[src/rtl/array_sort_check_param.sv]
`default_nettype none
// ============================================================================
// Module  : array_sort_check_param
// Purpose : Streams an array from a synchronous-read RAM port and checks that
//           every adjacent pair (i-1, i) obeys the requested order.
//           Order is ascending or descending, strict or non-strict, and the
//           elements are compared signed or unsigned. Reports sorted/unsorted
//           and the index of the first inversion.
// Optional: define ARRAY_SORT_CHECK_COUNT_EN to add the inv_count_o port. The
//           scan then always runs to the last element and counts every
//           inversion (saturating at 2^ADDR_WIDTH). Without it the scan stops
//           right after the first inversion.
// Ports   : clock_i       - clock, rising edge active
//           reset_ni      - asynchronous active-low reset
//           go_i          - start request (accepted in IDLE or DONE)
//           length_i      - element count, clamped to 2^ADDR_WIDTH
//           descending_i  - 0 ascending, 1 descending
//           strict_i      - 1 treats equal neighbours as an inversion
//           signed_cmp_i  - 1 compares as two's complement
//           rd_en_o/rd_addr_o/rd_data_i - RAM port, data one cycle after read
//           busy_o        - check in progress
//           done_o        - result valid, held until next accepted go
//           sorted_o      - no inversion found (valid with done_o)
//           inv_index_o   - index i of first inversion pair (i-1, i)
//           inv_count_o   - number of inversion pairs (optional)
// Revision: 1.0 - initial release
// ============================================================================
module array_sort_check_param #(
    parameter int DATA_WIDTH = 32,
    parameter int ADDR_WIDTH = 8
) (
    input  logic                  clock_i,
    input  logic                  reset_ni,
    input  logic                  go_i,
    input  logic [ADDR_WIDTH:0]   length_i,
    input  logic                  descending_i,
    input  logic                  strict_i,
    input  logic                  signed_cmp_i,
    output logic                  rd_en_o,
    output logic [ADDR_WIDTH-1:0] rd_addr_o,
    input  logic [DATA_WIDTH-1:0] rd_data_i,
    output logic                  busy_o,
    output logic                  done_o,
    output logic                  sorted_o,
`ifdef ARRAY_SORT_CHECK_COUNT_EN
    output logic [ADDR_WIDTH:0]   inv_count_o,
`endif
    output logic [ADDR_WIDTH-1:0] inv_index_o
);

    localparam logic [2:0] S_IDLE  = 3'd0;
    localparam logic [2:0] S_PRIME = 3'd1;
    localparam logic [2:0] S_LOAD  = 3'd2;
    localparam logic [2:0] S_SCAN  = 3'd3;
    localparam logic [2:0] S_DONE  = 3'd4;

    localparam logic [ADDR_WIDTH:0] MAX_LEN = {1'b1, {ADDR_WIDTH{1'b0}}};
    localparam logic [ADDR_WIDTH:0] TWO     = (ADDR_WIDTH+1)'(2);
    localparam logic [ADDR_WIDTH:0] ONE     = (ADDR_WIDTH+1)'(1);

    logic [2:0]            state_q, state_d;
    logic [ADDR_WIDTH:0]   len_q;
    logic                  desc_q, strict_q, signed_q;
    logic [ADDR_WIDTH:0]   idx_q;
    logic [DATA_WIDTH-1:0] prev_q;
    logic                  found_q;
    logic [ADDR_WIDTH-1:0] inv_index_q;

    logic                  w_accept;
    logic [ADDR_WIDTH:0]   w_len_clamp;
    logic                  w_short;
    logic [ADDR_WIDTH:0]   w_next_idx;
    logic                  w_last;
    logic                  w_gt, w_eq, w_lt, w_inv;

    assign w_accept    = ((state_q == S_IDLE) || (state_q == S_DONE)) && go_i;
    assign w_len_clamp = (length_i > MAX_LEN) ? MAX_LEN : length_i;
    assign w_short     = (len_q < TWO);
    // idx_q is one bit wider than an address so i+1 == 2^ADDR_WIDTH is
    // representable and the final-element test never wraps.
    assign w_next_idx  = idx_q + ONE;
    assign w_last      = (w_next_idx >= len_q);

    // Compare prev (element i-1) against cur (rd_data_i, element i).
    assign w_gt = signed_q ? ($signed(prev_q) > $signed(rd_data_i))
                           : (prev_q > rd_data_i);
    assign w_eq = (prev_q == rd_data_i);
    assign w_lt = !w_gt && !w_eq;
    assign w_inv = desc_q ? (strict_q ? (w_lt || w_eq) : w_lt)
                          : (strict_q ? (w_gt || w_eq) : w_gt);

    // ------------------------------------------------------------------
    // State register
    // ------------------------------------------------------------------
    always_ff @(posedge clock_i or negedge reset_ni) begin
        if (!reset_ni) begin
            state_q <= S_IDLE;
        end else begin
            state_q <= state_d;
        end
    end

    // ------------------------------------------------------------------
    // Next-state logic
    // ------------------------------------------------------------------
    always_comb begin
        state_d = state_q;
        case (state_q)
            S_IDLE:  if (w_accept) state_d = S_PRIME;
            // Short arrays pass through PRIME without reading, so done
            // rises exactly one edge after acceptance.
            S_PRIME: state_d = w_short ? S_DONE : S_LOAD;
            S_LOAD:  state_d = S_SCAN;
            S_SCAN: begin
`ifdef ARRAY_SORT_CHECK_COUNT_EN
                if (w_last) state_d = S_DONE;
`else
                if (w_last || w_inv) state_d = S_DONE;
`endif
            end
            S_DONE:  if (w_accept) state_d = S_PRIME;
            default: state_d = S_IDLE;
        endcase
    end

    // ------------------------------------------------------------------
    // Output logic
    // ------------------------------------------------------------------
    always_comb begin
        rd_en_o   = 1'b0;
        rd_addr_o = '0;
        busy_o    = 1'b0;
        done_o    = 1'b0;
        sorted_o  = 1'b0;
        case (state_q)
            S_PRIME: begin
                busy_o    = 1'b1;
                rd_en_o   = !w_short;
            end
            S_LOAD: begin
                busy_o    = 1'b1;
                rd_en_o   = 1'b1;
                rd_addr_o = ADDR_WIDTH'(1);
            end
            S_SCAN: begin
                busy_o    = 1'b1;
                rd_en_o   = !w_last;
                // Drive the address only with a real read so it never
                // reaches or wraps past the latched length.
                rd_addr_o = w_last ? '0 : w_next_idx[ADDR_WIDTH-1:0];
            end
            S_DONE: begin
                done_o    = 1'b1;
                sorted_o  = !found_q;
            end
            default: ;
        endcase
    end

    assign inv_index_o = inv_index_q;

    // ------------------------------------------------------------------
    // Datapath: latched configuration, element pipeline, result capture
    // ------------------------------------------------------------------
    always_ff @(posedge clock_i or negedge reset_ni) begin
        if (!reset_ni) begin
            len_q       <= '0;
            desc_q      <= 1'b0;
            strict_q    <= 1'b0;
            signed_q    <= 1'b0;
            idx_q       <= '0;
            prev_q      <= '0;
            found_q     <= 1'b0;
            inv_index_q <= '0;
        end else if (w_accept) begin
            len_q       <= w_len_clamp;
            desc_q      <= descending_i;
            strict_q    <= strict_i;
            signed_q    <= signed_cmp_i;
            idx_q       <= '0;
            found_q     <= 1'b0;
            inv_index_q <= '0;
        end else if (state_q == S_LOAD) begin
            prev_q <= rd_data_i;
            idx_q  <= ONE;
        end else if (state_q == S_SCAN) begin
            prev_q <= rd_data_i;
            idx_q  <= w_next_idx;
            if (w_inv && !found_q) begin
                found_q     <= 1'b1;
                inv_index_q <= idx_q[ADDR_WIDTH-1:0];
            end
        end
    end

`ifdef ARRAY_SORT_CHECK_COUNT_EN
    logic [ADDR_WIDTH:0] inv_count_q;

    always_ff @(posedge clock_i or negedge reset_ni) begin
        if (!reset_ni) begin
            inv_count_q <= '0;
        end else if (w_accept) begin
            inv_count_q <= '0;
        end else if ((state_q == S_SCAN) && w_inv && (inv_count_q != MAX_LEN)) begin
            inv_count_q <= inv_count_q + ONE;
        end
    end

    assign inv_count_o = inv_count_q;
`endif

endmodule
`default_nettype wire

[config.mk]
export PLATFORM = sky130hd
export DESIGN_NAME = array_sort_check_param
export DESIGN_NICKNAME = d
export VERILOG_FILES = /design/src/rtl/array_sort_check_param.sv
export SDC_FILE = /design/constraint.sdc
export NUM_CORES = 1
export LEC_CHECK = 0
export ABC_AREA = 0
export CORE_AREA = 2 2 100 102
export CTS_CLUSTER_SIZE = 28
export DETAILED_ROUTE_END_ITERATION = 7
export DIE_AREA = 0 0 102 104
export PLACE_DENSITY = 0.75
export SLEW_MARGIN = 20
export SYNTH_ARGS = -nofsm -noshare
export SYNTH_HDL_FRONTEND = slang
export SYNTH_SLANG_ARGS = --single-unit
[constraint.sdc]
create_clock -name clock_i -period 2.8 [get_ports clock_i]
set_input_delay 0.56 -clock clock_i [delete_from_list [all_inputs] [get_ports clock_i]]
set_output_delay 0.56 -clock clock_i [all_outputs]
set_load 0.005 [all_outputs]
==> out/qor.yml, run 1 <==
timing:
  post-route-period-util_pct: 117.4
  final-max-slew-violation-count: 0
  rsz0062_at_grt: "true"
  final.min_clock_period_ps: 3287
  setup_viol: 9
  fin_skew_ps: 8.865
  fin_tns_setup_ps: -4100
  worst_pin_slew_ps: 679.2
  hold_viol: 0
  setup_slack_ps: -486.9
  max_freq_mhz: 304.2
  slew_headroom_pct: 54.72
setup_path:
  end_kind: "primary output"
  crit_fanout: 5
  start_kind: "flop"
  r2r_cells: 13
  critPathKind: "flop to primary output"
  cp_data_arrival_time_ps: 2730
  required_ps: 2240
grt:
  grt_pass1_wl_um: 15720
  grt_max_degree: 65
  grt_pass1_vias: 3465
  overflow: 0
  antenna_found_initial: 0
  track_usage_pct: 18.72
layout:
  diodes: 0
  drive_gt1_share_pct: 21.40
  area.growth.synth_to_final_pct: 42.52
  final_util_pct: 56.08
  layout.cells.non_filler: 675
  fillers: 876
  final_nets: 626
logic_synthesis:
  ys_top_cells_by_count: "nand2_1, dfrtp_1, inv_1"
  yosysWarnings: 0
  yosysSeqAreaShare_pct: 43.29
  yosysTopAreaCellShare_pct: 43.29
  synth-seq-cells: 65
  avgSynthCellArea_um2: 8.946
  syn_area_um2: 3757
  synth_edf_count: 0
  synth_ff_type: "dfrtp_1"
  postSynthCellCount: 420
  synth-async-reset-ratio_pct: 100.0
  syn_nets: 509
  synth.distinct_cells: 39
  synth_area_leaders: "dfrtp_1, ha_1, o21ai_0, nand2_1, inv_1"
  yosysMostFrequentCell: "nand2_1"
  synth_area_leader_cell: "dfrtp_1"
power:
  peakVddDrop_v: 0.0003430
  p_total_uw: 4744
  leakage_uw: 0.002576
  powerDensity_nw_per_um2: 886.0
drt:
  wl_met3_um: 441
  route.detailed.drc: 0
  vias: 3278
  ant_nets: 0
  wl_met1_um: 3963
  dr.pass1.iters: 4
  first_iter_violations: 123
  via_per_inst: 4.856
  wl_per_cell_um: 13.95
  dr_wl_met2_um: 4883
  highest_layer: "met4"
  wl_um: 9415
clock_tree:
  cts_buffers: 9
  clock_path_buffers: 2
  clk_pin_slew_ps: 80
  cts_hold_buf: 0
  cts_sinks: 65
  clk_latency_ps: 350
  h-tree-depth: 3
  root_buffer: "clkbuf_8"
  cts_tree: "done"
flow_run:
  drv_cap: 0
placement:
  place_congestion: 0.8315
  pre_cts_ws_ps: -541.9
  portBuffers: 66
  dp.cells: 650
  dpl.hpwl_um: 6888
floorplanning:
  die_h_um: 104
  core_area_um2: 9549
  start_util_pct: 39.35
  io_pins: 67
  die-area_um2: 10610
  die_w_um: 102
  rows: 36
status:
  status: "finished with violations"
  failed_checks: "setup timing"
min_path:
  hold_class: "primary input to asynchronous set/reset pin"
-- critical path, cell delays in order (launching register included) --
cell     delay, ps
dfrtp_2        410
inv_1           80
nor3_2         190
nand3_2        160
nor3_2         190
xnor2_1        190
inv_1           70
ha_1           180
a211o_1        290
a31o_4         230
buf_6          120
o22ai_4        120
buf_2          140
-- power breakdown --
group / internal (uW) / switching (uW) / leakage, uW / total, uW
clock network: 615 / 370 / 0.000120 / 985
logic: 1030 / 1180 / 0.00163 / 2210
registers: 1290 / 251 / 0.000828 / 1540
-- area by class of cell --
class	count	area (um2)	share of cell area [%]
multi-input cells	288	2091	39.04
flip-flops and latches	65	1628	30.40
repair buffers	117	1016	18.97
inverters	56	210.2	3.925
well taps	133	166.4	3.107
clock buffers	11	141.4	2.640
clock inverters	5	102.6	1.916
-- metrics by stage --
stage               area, um2  hold WS (ps)
floorplan                3811         264.4
global placement         4895         463.8
detailed placement       4895         478.3
CTS                      5240         230.1
global route             5355         267.7
finish                   5355         219.5
-- what timing repair did --
item,in CTS,in global routing
setup buffers,7,2
hold endpoints to repair,0,0
gates cloned,0,1
gates resized for setup,57,17
pin swaps,12,6
endpoints found under the setup margin,21,19
-- state kept, by name (all words and copies together) (netlist names) --
name,cells
inv_index_o,8
prev_q,32
state_q,3
found_q,1
strict_q,1
idx_q,9
len_q,9
signed_q,1
desc_q,1
-- metal layers --
| layer | vias to the layer above | track usage, % |
|---|---|---|
| met5 | - | 0 |
| met4 | 0 | 5.810 |
| met3 | 10 | 4.167 |
| met2 | 81 | 32.05 |
| met1 | 1543 | 23.23 |
| li1 | 1644 | - |
-- cell usage in the layout, fill, tap and decap left out, drive strengths merged, types with 3 or more instances in the layout --
cell / synthesis / layout
o21ai: 55 / 55
nand2: 70 / 70
nand3: 7 / 7
ha: 42 / 42
mux2: 4 / 4
nor2b: 6 / 6
mux2i: 8 / 8
buf: 4 / 61
nor3: 4 / 4
nand2b: 10 / 10
nor2: 18 / 18
dfrtp: 65 / 65
inv: 56 / 56
bufinv: 0 / 3
clkbuf: 8 / 11
nor4: 5 / 5
a21oi: 19 / 19
nand4: 7 / 7
a21o: 4 / 4
xnor2: 7 / 7
clkdlybuf4s50: 0 / 56
-- logic make-up (layout without fill, tap and decap cells) --
| family | Yosys count | in the layout | synth area share (%) |
|---|---|---|---|
| DFF | 65 | 65 | 43.29 |
| xor gates and xnor gates | 8 | 8 | 1.865 |
| muxes | 12 | 12 | 3.330 |
| AOI/OAI and AO/OA | 95 | 95 | 14.19 |
| adders and majority gates | 42 | 42 | 13.99 |
| buffers and inverters | 68 | 189 | 7.359 |
| and+or+nand+nor | 130 | 131 | 15.98 |
-- final timing paths --
| check | from | slack (ps) | endpoint |
|---|---|---|---|
| max in group asynchronous | reset_ni | 1930 | len_q[6] |
| hold reg to reg | len_q[0] | 490 | len_q[0] |
| min in group clock_i | len_q[0] | 490 | len_q[0] |
| setup reg to reg | idx_q[0] | 210 | state_q[2] |
| hold / removal | reset_ni | 220 | prev_q[21] |
| setup / recovery | idx_q[0] | -490 | rd_addr_o[0] |
Power figures use the tool's default switching activity.
==> inputs of run 2 (changes only) <==
Settings changed: SKIP_CTS_REPAIR_TIMING from default to 1.
==> run 2 against run 1 <==
Against the previous run: the run still ends with setup timing left; non-clock buffer count did not move; worst hold slack lost 4.1 ps; final area grew 1.6%; flip-flop and latch count unchanged; clock power is essentially flat; sequential power about the same; largest cell class unchanged.
==> out/qor.yml, run 2 (synthesis gave the netlist of run 1 again) <==
clock_tree:
  clk_latency_ps: 350  # about the same
  cts_tree: "done"
  root_buffer: "clkbuf_8"
  clk_pin_slew_ps: 80  # about the same
  h-tree-depth: 3  # unchanged
  cts_sinks: 65  # unchanged
  cts_buffers: 9  # unchanged
  clock_path_buffers: 2  # unchanged
timing:
  rsz0062_at_grt: "true"
  slew_headroom_pct: 52.33  # -2.4 points
  setup_viol: 9  # unchanged
  final.min_clock_period_ps: 3345  # +58.45 ps
  post-route-period-util_pct: 119.5  # +2.1 points
  setup_slack_ps: -545.4  # -58.45 ps
  fin_skew_ps: 9.408  # +0.5428 ps
  hold_viol: 0  # unchanged
  max_freq_mhz: 298.9  # -1.7%
  final-max-slew-violation-count: 0  # unchanged
  worst_pin_slew_ps: 715.0  # +35.76 ps
  fin_tns_setup_ps: -4013  # +87.62 ps
drt:
  route.detailed.drc: 0  # unchanged
  dr.pass1.iters: 4  # unchanged
  ant_nets: 0  # unchanged
  wl_per_cell_um: 14.27  # +2.3%
  via_per_inst: 4.895  # +0.80%
  first_iter_violations: 119  # -3.3%
  vias: 3309  # +0.95%
  wl_um: 9648  # +2.5%
floorplanning:
  start_util_pct: 39.35  # unchanged
  core_area_um2: 9549  # unchanged
  die_h_um: 104  # unchanged
  rows: 36  # unchanged
  die-area_um2: 10610  # unchanged
  io_pins: 67  # unchanged
  die_w_um: 102  # unchanged
layout:
  diodes: 0  # unchanged
  top_register: "prev_q"
  largest_register_ffs: 32  # unchanged
  final_nets: 627  # +0.16%
  layout_commonest_cell: "nand2_1"
  largest_registers: "prev_q x32, idx_q x9, len_q x9"
  drive_gt1_share_pct: 22.65  # +1.2 points
  final_util_pct: 56.97  # +0.89 points
  mostFrequentLayoutCells: "nand2_1, dfrtp_1, clkdlybuf4s50_1, inv_1, o21ai_0"
  area.growth.synth_to_final_pct: 44.79
  stdcell_area_um2: 5440  # +1.6%
power:
  p_total_uw: 4837  # +1.9%
  leakage_uw: 0.002569  # -0.29%
  switchingPower_uw: 1853  # +2.9%
  power.internal_uw: 2983  # +1.4%
  p_sw_share_pct: 38.32  # +0.34 points
  p_clk_share_pct: 20.4  # -0.4 points
  powerDensity_nw_per_um2: 889.1  # +0.35%
  peakVddDrop_v: 0.0003608  # +5.2%
  seqPwrFrac_pct: 32.2  # -0.4 points
  p_comb_share_pct: 47.4  # +0.7 points
placement:
  pre_cts_ws_ps: -541.9  # unchanged
  place_congestion: 0.8315  # unchanged
  place_area_um2: 4895  # unchanged
  dpl.hpwl_um: 6888  # unchanged
  portBuffers: 66  # unchanged
grt:
  antenna_found_initial: 0  # unchanged
  track_usage_pct: 18.48  # -0.24 points
  grt_pass1_vias: 3448  # -0.49%
  overflow: 0  # unchanged
  grt_max_degree: 65  # unchanged
  grt_pass1_wl_um: 15550  # -1.1%
setup_path:
  cp_data_arrival_time_ps: 2790  # +60 ps
  worstReg2RegEnd: "state_q[2]"
  crit_fanout: 3  # -2
  end_kind: "primary output"
  start_kind: "flop"
  r2r_cells: 13  # unchanged
  r2r-start: "idx_q[1]"
  critPathKind: "flop to primary output"
  required_ps: 2240  # about the same
  rrSetupSlack_ps: 150  # -60 ps
min_path:
  hold_class: "primary input to asynchronous set/reset pin"
flow_run:
  drv_cap: 0  # unchanged
status:
  status: "finished with violations"
  failed_checks: "setup timing"
[run 2: changes by cell type in the layout (fill, tap and decap cells not counted), sizes merged]
| cell | previous run | this run |
|---|---|---|
| buf | 61 | 56 |
| clkbuf | 11 | 16 |
| a31o | 2 | 3 |
[run 2: metrics by stage]
stage          instances  hold slack, ps
3_3_place_gp         650           463.8
2_1_floorplan        420           264.4
5_1_grt              676           263.7
4_1_cts              666           230.1
3_5_place_dp         650           478.3
6_report             676           215.5
[run 2: final cells by class]
class | count | area [um2]
clock inverters | 5 | 102.6
multi-input cells | 289 | 2163
fillers | 859 | 4109
clock buffers | 11 | 141.4
repair buffers | 117 | 1028
flip-flops and latches | 65 | 1628
inverters | 56 | 210.2
well taps | 133 | 166.4
[run 2: worst max-delay path, stage by stage, from the launching register on]
cell      delay, ps
dfrtp_1         420
ha_4            200
nand3_4          80
nor3_4          220
buf_4           160
xnor2_1         170
ha_1            320
a21oi_2         160
o21ai_2          90
a31o_4          240
buf_6           120
o22ai_4         120
clkbuf_2        140
[run 2: layer usage]
metal,vias to the layer above,wire length (um),global-route usage [%]
met3,9,460,4.301
met5,-,0,0
met1,1561,4106,23.16
met4,0,104,5.619
met2,86,4977,31.30
li1,1653,-,-
[run 2: worst max-delay path by stage]
stage                  start            to  slack [ps]  cells after the start
finish              idx_q[1]  rd_addr_o[0]        -550                     12
global route        idx_q[1]  rd_addr_o[0]        -670                     12
CTS                 idx_q[1]  rd_addr_o[6]        -980                     10
detailed placement  idx_q[1]  rd_addr_o[2]        -540                     10
global placement    idx_q[1]  rd_addr_o[5]        -510                     10
floorplan           idx_q[0]  rd_addr_o[2]           2                     10
[run 2: power groups by stage]
stage	clock (uW)	combinational [uW]	sequential, uW
2_1_floorplan	0	1270	1490
3_3_place_gp	0	1880	1530
3_5_place_dp	0	1990	1550
4_1_cts	1010	2000	1540
5_1_grt	1050	2610	1600
6_report	988	2290	1560
